File: src/rtl/ps2_rx_fifo_if.sv
// rtl/ps2_rx_fifo_if.sv - read-side and status bundle of the PS/2 receive FIFO
interface ps2_rx_fifo_if #(
   parameter int FIFO_DEPTH = 8
);
   logic                        i_rd_en;
   logic [7:0]                  o_rd_data;
   logic                        o_empty;
   logic                        o_full;
   logic [$clog2(FIFO_DEPTH):0] o_count;
   logic                        o_parity_err;
   logic                        o_frame_err;
   logic                        o_overflow;
   logic                        o_busy;

   modport master (
      output i_rd_en,
      input  o_rd_data, o_empty, o_full, o_count,
      input  o_parity_err, o_frame_err, o_overflow, o_busy
   );

   modport slave (
      input  i_rd_en,
      output o_rd_data, o_empty, o_full, o_count,
      output o_parity_err, o_frame_err, o_overflow, o_busy
   );
endinterface

File: src/rtl/ps2_rx_fifo.sv
// rtl/ps2_rx_fifo.sv - oversampled PS/2 frame receiver feeding a first-word-fall-through byte FIFO
// Optional in-frame inactivity timeout enabled by defining PS2_RX_TIMEOUT_EN.
module ps2_rx_fifo #(
   parameter int FIFO_DEPTH     = 8,
   parameter int SYNC_STAGES    = 2,
   parameter int FILTER_LEN     = 4,
   parameter int TIMEOUT_CYCLES = 100000
) (
   input  logic         i_clk,
   input  logic         i_rst,
   input  logic         i_ps2_clk,
   input  logic         i_ps2_data,
   ps2_rx_fifo_if.slave rx
);
   localparam int AW = $clog2(FIFO_DEPTH);
   localparam int CW = AW + 1;
   localparam int FW = (FILTER_LEN > 1) ? $clog2(FILTER_LEN) : 1;

   typedef enum logic [1:0] {ST_IDLE, ST_DATA, ST_PARITY, ST_STOP} state_t;

   logic [SYNC_STAGES-1:0] clk_sync;
   logic [SYNC_STAGES-1:0] data_sync;
   logic                   clk_s;
   logic                   bit_in;
   logic [FW-1:0]          filt_cnt;
   logic                   filt_clk;
   logic                   filt_clk_q;
   logic                   fall;

   state_t     state, state_d;
   logic [2:0] bit_cnt, bit_cnt_d;
   logic [7:0] shreg, shreg_d;
   logic       par_bit, par_d;
   logic       wr_req;
   logic       perr_d, ferr_d;
   logic       tmo_hit;

   logic [7:0]    mem [FIFO_DEPTH];
   logic [AW-1:0] wr_ptr, rd_ptr;
   logic [CW-1:0] count;
   logic          empty, full, do_rd, do_wr;
   logic          parity_err_q, frame_err_q, overflow_q;

   // Idle PS/2 lines are high, so the synchronisers reset to 1 as well
   always_ff @(posedge i_clk or posedge i_rst) begin
      if (i_rst) begin
         clk_sync  <= '1;
         data_sync <= '1;
      end else begin
         clk_sync  <= {clk_sync[SYNC_STAGES-2:0], i_ps2_clk};
         data_sync <= {data_sync[SYNC_STAGES-2:0], i_ps2_data};
      end
   end

   assign clk_s  = clk_sync[SYNC_STAGES-1];
   assign bit_in = data_sync[SYNC_STAGES-1];

   always_ff @(posedge i_clk or posedge i_rst) begin
      if (i_rst) begin
         filt_cnt   <= '0;
         filt_clk   <= 1'b1;
         filt_clk_q <= 1'b1;
      end else begin
         filt_clk_q <= filt_clk;
         if (clk_s == filt_clk) begin
            filt_cnt <= '0;
         end else if (filt_cnt == FW'(FILTER_LEN - 1)) begin
            filt_clk <= clk_s;
            filt_cnt <= '0;
         end else begin
            filt_cnt <= filt_cnt + 1'b1;
         end
      end
   end

   assign fall = filt_clk_q & ~filt_clk;

`ifdef PS2_RX_TIMEOUT_EN
   localparam int TW = $clog2(TIMEOUT_CYCLES + 1);
   logic [TW-1:0] tmo_cnt;

   always_ff @(posedge i_clk or posedge i_rst) begin
      if (i_rst)
         tmo_cnt <= '0;
      else if (fall || state == ST_IDLE)
         tmo_cnt <= '0;
      else
         tmo_cnt <= tmo_cnt + 1'b1;
   end

   assign tmo_hit = (state != ST_IDLE) && (tmo_cnt == TW'(TIMEOUT_CYCLES));
`else
   logic unused_timeout;
   assign unused_timeout = (TIMEOUT_CYCLES == 0);
   assign tmo_hit        = 1'b0;
`endif

   always_ff @(posedge i_clk or posedge i_rst) begin
      if (i_rst) begin
         state   <= ST_IDLE;
         bit_cnt <= '0;
         shreg   <= '0;
         par_bit <= 1'b0;
      end else begin
         state   <= state_d;
         bit_cnt <= bit_cnt_d;
         shreg   <= shreg_d;
         par_bit <= par_d;
      end
   end

   // An edge always wins over a coincident timeout
   always_comb begin
      state_d   = state;
      bit_cnt_d = bit_cnt;
      shreg_d   = shreg;
      par_d     = par_bit;
      wr_req    = 1'b0;
      perr_d    = 1'b0;
      ferr_d    = 1'b0;
      if (fall) begin
         case (state)
            ST_IDLE: begin
               if (!bit_in) begin
                  state_d   = ST_DATA;
                  bit_cnt_d = '0;
               end
            end
            ST_DATA: begin
               shreg_d[bit_cnt] = bit_in;
               bit_cnt_d        = bit_cnt + 3'd1;
               if (bit_cnt == 3'd7)
                  state_d = ST_PARITY;
            end
            ST_PARITY: begin
               par_d   = bit_in;
               state_d = ST_STOP;
            end
            ST_STOP: begin
               state_d = ST_IDLE;
               if (!bit_in)
                  ferr_d = 1'b1;
               else if (!(^{shreg, par_bit}))
                  perr_d = 1'b1;
               else
                  wr_req = 1'b1;
            end
            default: state_d = ST_IDLE;
         endcase
      end else if (tmo_hit) begin
         state_d = ST_IDLE;
         ferr_d  = 1'b1;
      end
   end

   assign empty = (count == '0);
   assign full  = (count == CW'(FIFO_DEPTH));
   assign do_rd = rx.i_rd_en & ~empty;
   assign do_wr = wr_req & (~full | do_rd);

   always_ff @(posedge i_clk) begin
      if (do_wr)
         mem[wr_ptr] <= shreg;
   end

   always_ff @(posedge i_clk or posedge i_rst) begin
      if (i_rst) begin
         wr_ptr       <= '0;
         rd_ptr       <= '0;
         count        <= '0;
         parity_err_q <= 1'b0;
         frame_err_q  <= 1'b0;
         overflow_q   <= 1'b0;
      end else begin
         if (do_wr)
            wr_ptr <= wr_ptr + 1'b1;
         if (do_rd)
            rd_ptr <= rd_ptr + 1'b1;
         case ({do_wr, do_rd})
            2'b10:   count <= count + 1'b1;
            2'b01:   count <= count - 1'b1;
            default: count <= count;
         endcase
         parity_err_q <= perr_d;
         frame_err_q  <= ferr_d;
         overflow_q   <= wr_req & ~do_wr;
      end
   end

   assign rx.o_rd_data    = empty ? 8'h00 : mem[rd_ptr];
   assign rx.o_empty      = empty;
   assign rx.o_full       = full;
   assign rx.o_count      = count;
   assign rx.o_parity_err = parity_err_q;
   assign rx.o_frame_err  = frame_err_q;
   assign rx.o_overflow   = overflow_q;
   assign rx.o_busy       = (state != ST_IDLE);
endmodule

File: src/flat_wrapper.sv
// flat-port wrapper written by rule: the top's interface ports become plain ports
module ps2_rx_fifo_flat 
#(
   parameter int FIFO_DEPTH     = 8,
   parameter int SYNC_STAGES    = 2,
   parameter int FILTER_LEN     = 4,
   parameter int TIMEOUT_CYCLES = 100000
)
  (i_clk, i_rst, i_ps2_clk, i_ps2_data, rx_i_rd_en, rx_o_rd_data, rx_o_empty, rx_o_full, rx_o_count, rx_o_parity_err, rx_o_frame_err, rx_o_overflow, rx_o_busy);
  ps2_rx_fifo_if #(.FIFO_DEPTH(FIFO_DEPTH)) rx_i ();
  input  logic i_clk;
  input  logic i_rst;
  input  logic i_ps2_clk;
  input  logic i_ps2_data;
  input wire logic [$bits(rx_i.i_rd_en)-1:0] rx_i_rd_en;
  output wire logic [$bits(rx_i.o_rd_data)-1:0] rx_o_rd_data;
  output wire logic [$bits(rx_i.o_empty)-1:0] rx_o_empty;
  output wire logic [$bits(rx_i.o_full)-1:0] rx_o_full;
  output wire logic [$bits(rx_i.o_count)-1:0] rx_o_count;
  output wire logic [$bits(rx_i.o_parity_err)-1:0] rx_o_parity_err;
  output wire logic [$bits(rx_i.o_frame_err)-1:0] rx_o_frame_err;
  output wire logic [$bits(rx_i.o_overflow)-1:0] rx_o_overflow;
  output wire logic [$bits(rx_i.o_busy)-1:0] rx_o_busy;
  assign rx_i.i_rd_en = rx_i_rd_en;
  assign rx_o_rd_data = rx_i.o_rd_data;
  assign rx_o_empty = rx_i.o_empty;
  assign rx_o_full = rx_i.o_full;
  assign rx_o_count = rx_i.o_count;
  assign rx_o_parity_err = rx_i.o_parity_err;
  assign rx_o_frame_err = rx_i.o_frame_err;
  assign rx_o_overflow = rx_i.o_overflow;
  assign rx_o_busy = rx_i.o_busy;
  ps2_rx_fifo #(.FIFO_DEPTH(FIFO_DEPTH), .SYNC_STAGES(SYNC_STAGES), .FILTER_LEN(FILTER_LEN), .TIMEOUT_CYCLES(TIMEOUT_CYCLES)) u_core (.i_clk(i_clk), .i_rst(i_rst), .i_ps2_clk(i_ps2_clk), .i_ps2_data(i_ps2_data), .rx(rx_i));
endmodule
File: config.mk
export PLATFORM = sky130hd
export DESIGN_NAME = ps2_rx_fifo_flat
export DESIGN_NICKNAME = d
export VERILOG_FILES = /design/src/rtl/ps2_rx_fifo_if.sv /design/src/rtl/ps2_rx_fifo.sv /design/src/flat_wrapper.sv
export SDC_FILE = /design/constraint.sdc
export NUM_CORES = 1
export LEC_CHECK = 0
export BUFFER_PORTS_ARGS = -buffer_cell sky130_fd_sc_hd__buf_2
export CAP_MARGIN = 15
export CORE_ASPECT_RATIO = 1.2
export CORE_MARGIN = 2
export CORE_UTILIZATION = 40
export DETAILED_ROUTE_END_ITERATION = 7
export PLACE_DENSITY = 0.54
export SLEW_MARGIN = 10
export SYNTH_ARGS = -nofsm -noshare
export SYNTH_HDL_FRONTEND = slang
export SYNTH_SLANG_ARGS = --single-unit
File: constraint.sdc
create_clock -name i_clk -period 6.1 [get_ports i_clk]
set_input_delay 0.305 -clock i_clk [delete_from_list [all_inputs] [get_ports i_clk]]
set_output_delay 0.305 -clock i_clk [all_outputs]
set_load 0.1 [all_outputs]
==> results.txt <==
The number of synthesized register bits is between 90 and 100. The fraction of final layout cells sized beyond drive strength 1 is 31.42%. The number of warnings reported in the yosys synthesis log came out at 0. The later pin in the worst-skew pair is clocked with a latency of ~340 ps. The hold violation count in the final report is 0. Summed over its instances, the top area cell type makes up between 40% and 50% of the synthesized netlist area. The cell family contributing the most delay on the critical path is simple AND/OR/NAND/NOR gates. The startpoint class of the critical path is a flip-flop. The global-route usage over all layers came out at between 10% and 20%. The final critical delay including setup and external delays is 2898 ps. The type of the tightest min-delay check is in -> async. The first-pass GRT wire length came out at 12240 um. The mean cell area of the mapped netlist came out at around 17 um^2. The total clock sinks is 99. The remaining design rule violation count is 0. The buffer count from post-CTS setup fixing came out at 0. The unique cell type count in the Yosys netlist came out at between 40 and 50. The site row count is 41.

In the final routed layout, each cell accounts on average for roughly 18 um. The number of enable-type register cells in the synthesized netlist came out at 64. At the worst endpoint, the required time is 6060 ps. Entering global routing, the biggest net connects 36 pins. Among all flip-flop cells after synthesis, the most frequent one is edfxtp_1. After the last flow step, the layout net total stands at slightly above 300. The post-cts gate resize count is 0. The cell accounting for the most synthesized area is edfxtp_1. Compared with the post-synthesis result, the final layout area differs by 13.65%. The maximum number of buffers from clock root to sink came out at 2. The first-pass detailed-route iteration total is 6.

The critical path buffer and inverter count came out at 0. The boundary pin count came out at 23. Setup violations remaining at the end of the flow were counted as 0. The post-synthesis instance area came out at 0.004299 mm^2. The signal on the critical path passes through xor2_1 > xnor3_2 > xnor2_2 > nand3_4 > nor4b_2. The root buffer selected by CTS is clkbuf_16. The overall overflow remaining after global route came out at 0. Clock-pin slew was measured on the worst setup and hold paths at about 60 ps.

Counting buffers and inverters, the worst setup path is 5 cells deep. The worst setup slack for register-to-register paths came out at approximately 3200 ps. The peak fanout along the critical path is 10.

On the worst path, the slowest cell contributes a delay of around 850 ps. The TritonCTS buffer count came out at 9. The wire length reported by the detailed router came out at 7548 um. The post-route antenna net violation count is 0. The critical path is of the reg -> reg type.

For this run, asynchronously set or reset flops after synthesis account for 35.35%. STA classifies the critical path endpoint as a flip-flop. The normalized max-slew margin is between 30% and 40%. The initial antenna violation count came out at 0. The first routing iteration left ~130 violations. The die covers 0.01160 mm^2. The data arrival time of the critical path came out at about 2900 ps. The post-detailed-placement half-perimeter wirelength is 5146 um.

The number of nets produced by synthesis is around 280. Yosys attributes the largest share of cell area to edfxtp_1 45%, dfrtp_1 17%, mux4_2 8.4%. The max-slew violation count came to 0. The slew at the pin closest to its max-slew limit is roughly 1000 ps. The placeable core region came out at 0.01052 mm^2. For this configuration, the core starts out at a cell density of between 40 and 50%. In this run the tool buffered the top-level ports with 22 buffer cells. The global placer's final weighted congestion is ~0.74. The maximum frequency from static timing analysis is roughly 0.35 GHz. The reported max-cap violation count is 0. The sequential cell area fraction in the yosys report came out at 65.25%.

From bottom edge to top edge, the die measures roughly 120 um. After routing, the total negative slack on setup checks comes to 0 ps. Setup repair after global routing left no endpoint under its margin. The count of filler cells inserted in the layout came out at 890. TritonCTS built the clock tree. Dividing the detail-routed via count by the number of cells gives 5.176.

The run finished with clean final reports. The share of the cycle needed by the critical path after routing came out at between 40 and 50%. The repair_antennas step left the layout with diodes totalling 0. The number of cells traversed by the worst register-to-register path is 5. The slowest stage of the critical path is the nor4b_2 cell. Across the routed clock network, the largest skew measured is between 8 and 9 ps. The via count came out at 2200.

The post-synthesis instance total came out at around 260. The hold buffer count at cts came out at 0. The total number of H-tree levels is 3. The via count of the first global-routing pass is 2192. The die is approximately 99 um wide.
[placed cells by master (no fill, tap or decap), types with 3 or more instances in the layout]
cell type	instances
buf_2	22
buf_4	9
clkbuf_16	9
dfrtp_1	29
dfstp_2	6
edfxtp_1	64
ha_1	11
inv_1	10
mux2_2	11
mux2i_1	10
mux4_2	16
nand2_1	14
nor2_1	17
nor3_1	6
nor4b_2	3
o21ai_0	3
xnor2_1	9
[flip-flops by register name (all words and copies together) (netlist names)]
| signal | flops |
|---|---|
| u_core.filt_clk_q | 1 |
| u_core.mem | 64 |
| u_core.data_sync | 2 |
| u_core.rx.o_frame_err | 1 |
| u_core.shreg | 8 |
| u_core.state | 2 |
| u_core.rd_ptr | 3 |
| u_core.rx.o_count | 4 |
| u_core.par_bit | 1 |
| u_core.bit_cnt | 3 |
| u_core.clk_sync | 2 |
| u_core.rx.o_overflow | 1 |
| u_core.wr_ptr | 3 |
| u_core.filt_clk | 1 |
| u_core.filt_cnt | 2 |
| u_core.rx.o_parity_err | 1 |
[tightest hold or removal path: cells and delay by family]
family	cells	cell delay, ps
buffers and inverters	3	520
[cell usage after synthesis, drive strengths merged, types with 2 or more instances]
library cell / instances
a21oi: 2
dfstp: 6
nor3b: 2
dfrtp: 29
nor4: 3
clkbuf: 4
edfxtp: 64
nor4b: 3
mux4: 16
xor2: 2
o21ai: 3
mux2: 13
a32o: 2
o2111ai: 2
a21o: 2
xnor2: 10
ha: 11
nor3: 6
mux2i: 11
buf: 6
nor2: 17
nand3: 3
nand3b: 2
inv: 10
nand2: 14
nor2b: 3
xnor3: 2
[kinds of logic (layout without fill, tap and decap cells)]
kind of cell	Yosys count	after routing	synth area share, %
fa+ha+maj	12	12	3.667
simple gates	58	58	7.538
xor+xnor	15	15	4.249
mux	40	40	14.81
flops	99	99	65.25
buf+inv	20	58	1.833
compound gates	14	14	2.649
[path summary, 6_finish.rpt]
check / from / endpoint
max: u_core.shreg[2]$_DFFE_PP0P_ / u_core.mem[4][0]$_DFFE_PP_
min: i_rst / u_core.rx.o_count[0]$_DFFE_PP0P_
max reg2reg: u_core.shreg[2]$_DFFE_PP0P_ / u_core.mem[4][0]$_DFFE_PP_
min reg2reg: u_core.data_sync[0]$_DFF_PP1_ / u_core.data_sync[1]$_DFF_PP1_
max in group asynchronous: i_rst / u_core.clk_sync[1]$_DFF_PP1_
min in group i_clk: i_ps2_clk / u_core.clk_sync[0]$_DFF_PP1_
[cell type report]
type | count | area, um^2 | share of cell area [%]
Clock inverter | 5 | 30.03 | 0.6146
Clock buffer | 11 | 232.7 | 4.763
Timing Repair Buffer | 32 | 185.2 | 3.790
Inverter | 10 | 37.54 | 0.7682
Sequential cell | 99 | 2805 | 57.41
Tap cell | 129 | 161.4 | 3.303
Multi-Input combinational cell | 139 | 1434 | 29.35
[layer usage]
layer | GRT usage, % | vias to the layer above | routed length (um)
met5 | 0 | - | 0
met4 | 5.394 | 0 | 129
met3 | 3.088 | 11 | 211
met2 | 22.45 | 28 | 3846
met1 | 18.73 | 1112 | 3361
li1 | - | 1049 | -
[through the flow]
stage,utilization [%],setup WS (ps),cells,cell area (um^2),hold slack (ps)
floorplan,-,1461,258,4299,309.5
global placement,43.89,3144,408,4616,347.2
detailed placement,43.89,3083,408,4616,347.0
CTS,46.39,3069,424,4878,46.02
global route,46.46,2944,425,4886,46.94
finish,46.46,3202,425,4886,56.48
Power is not shown: default switching activity piles up to over one toggle a cycle in this logic, so the estimate is an artifact.
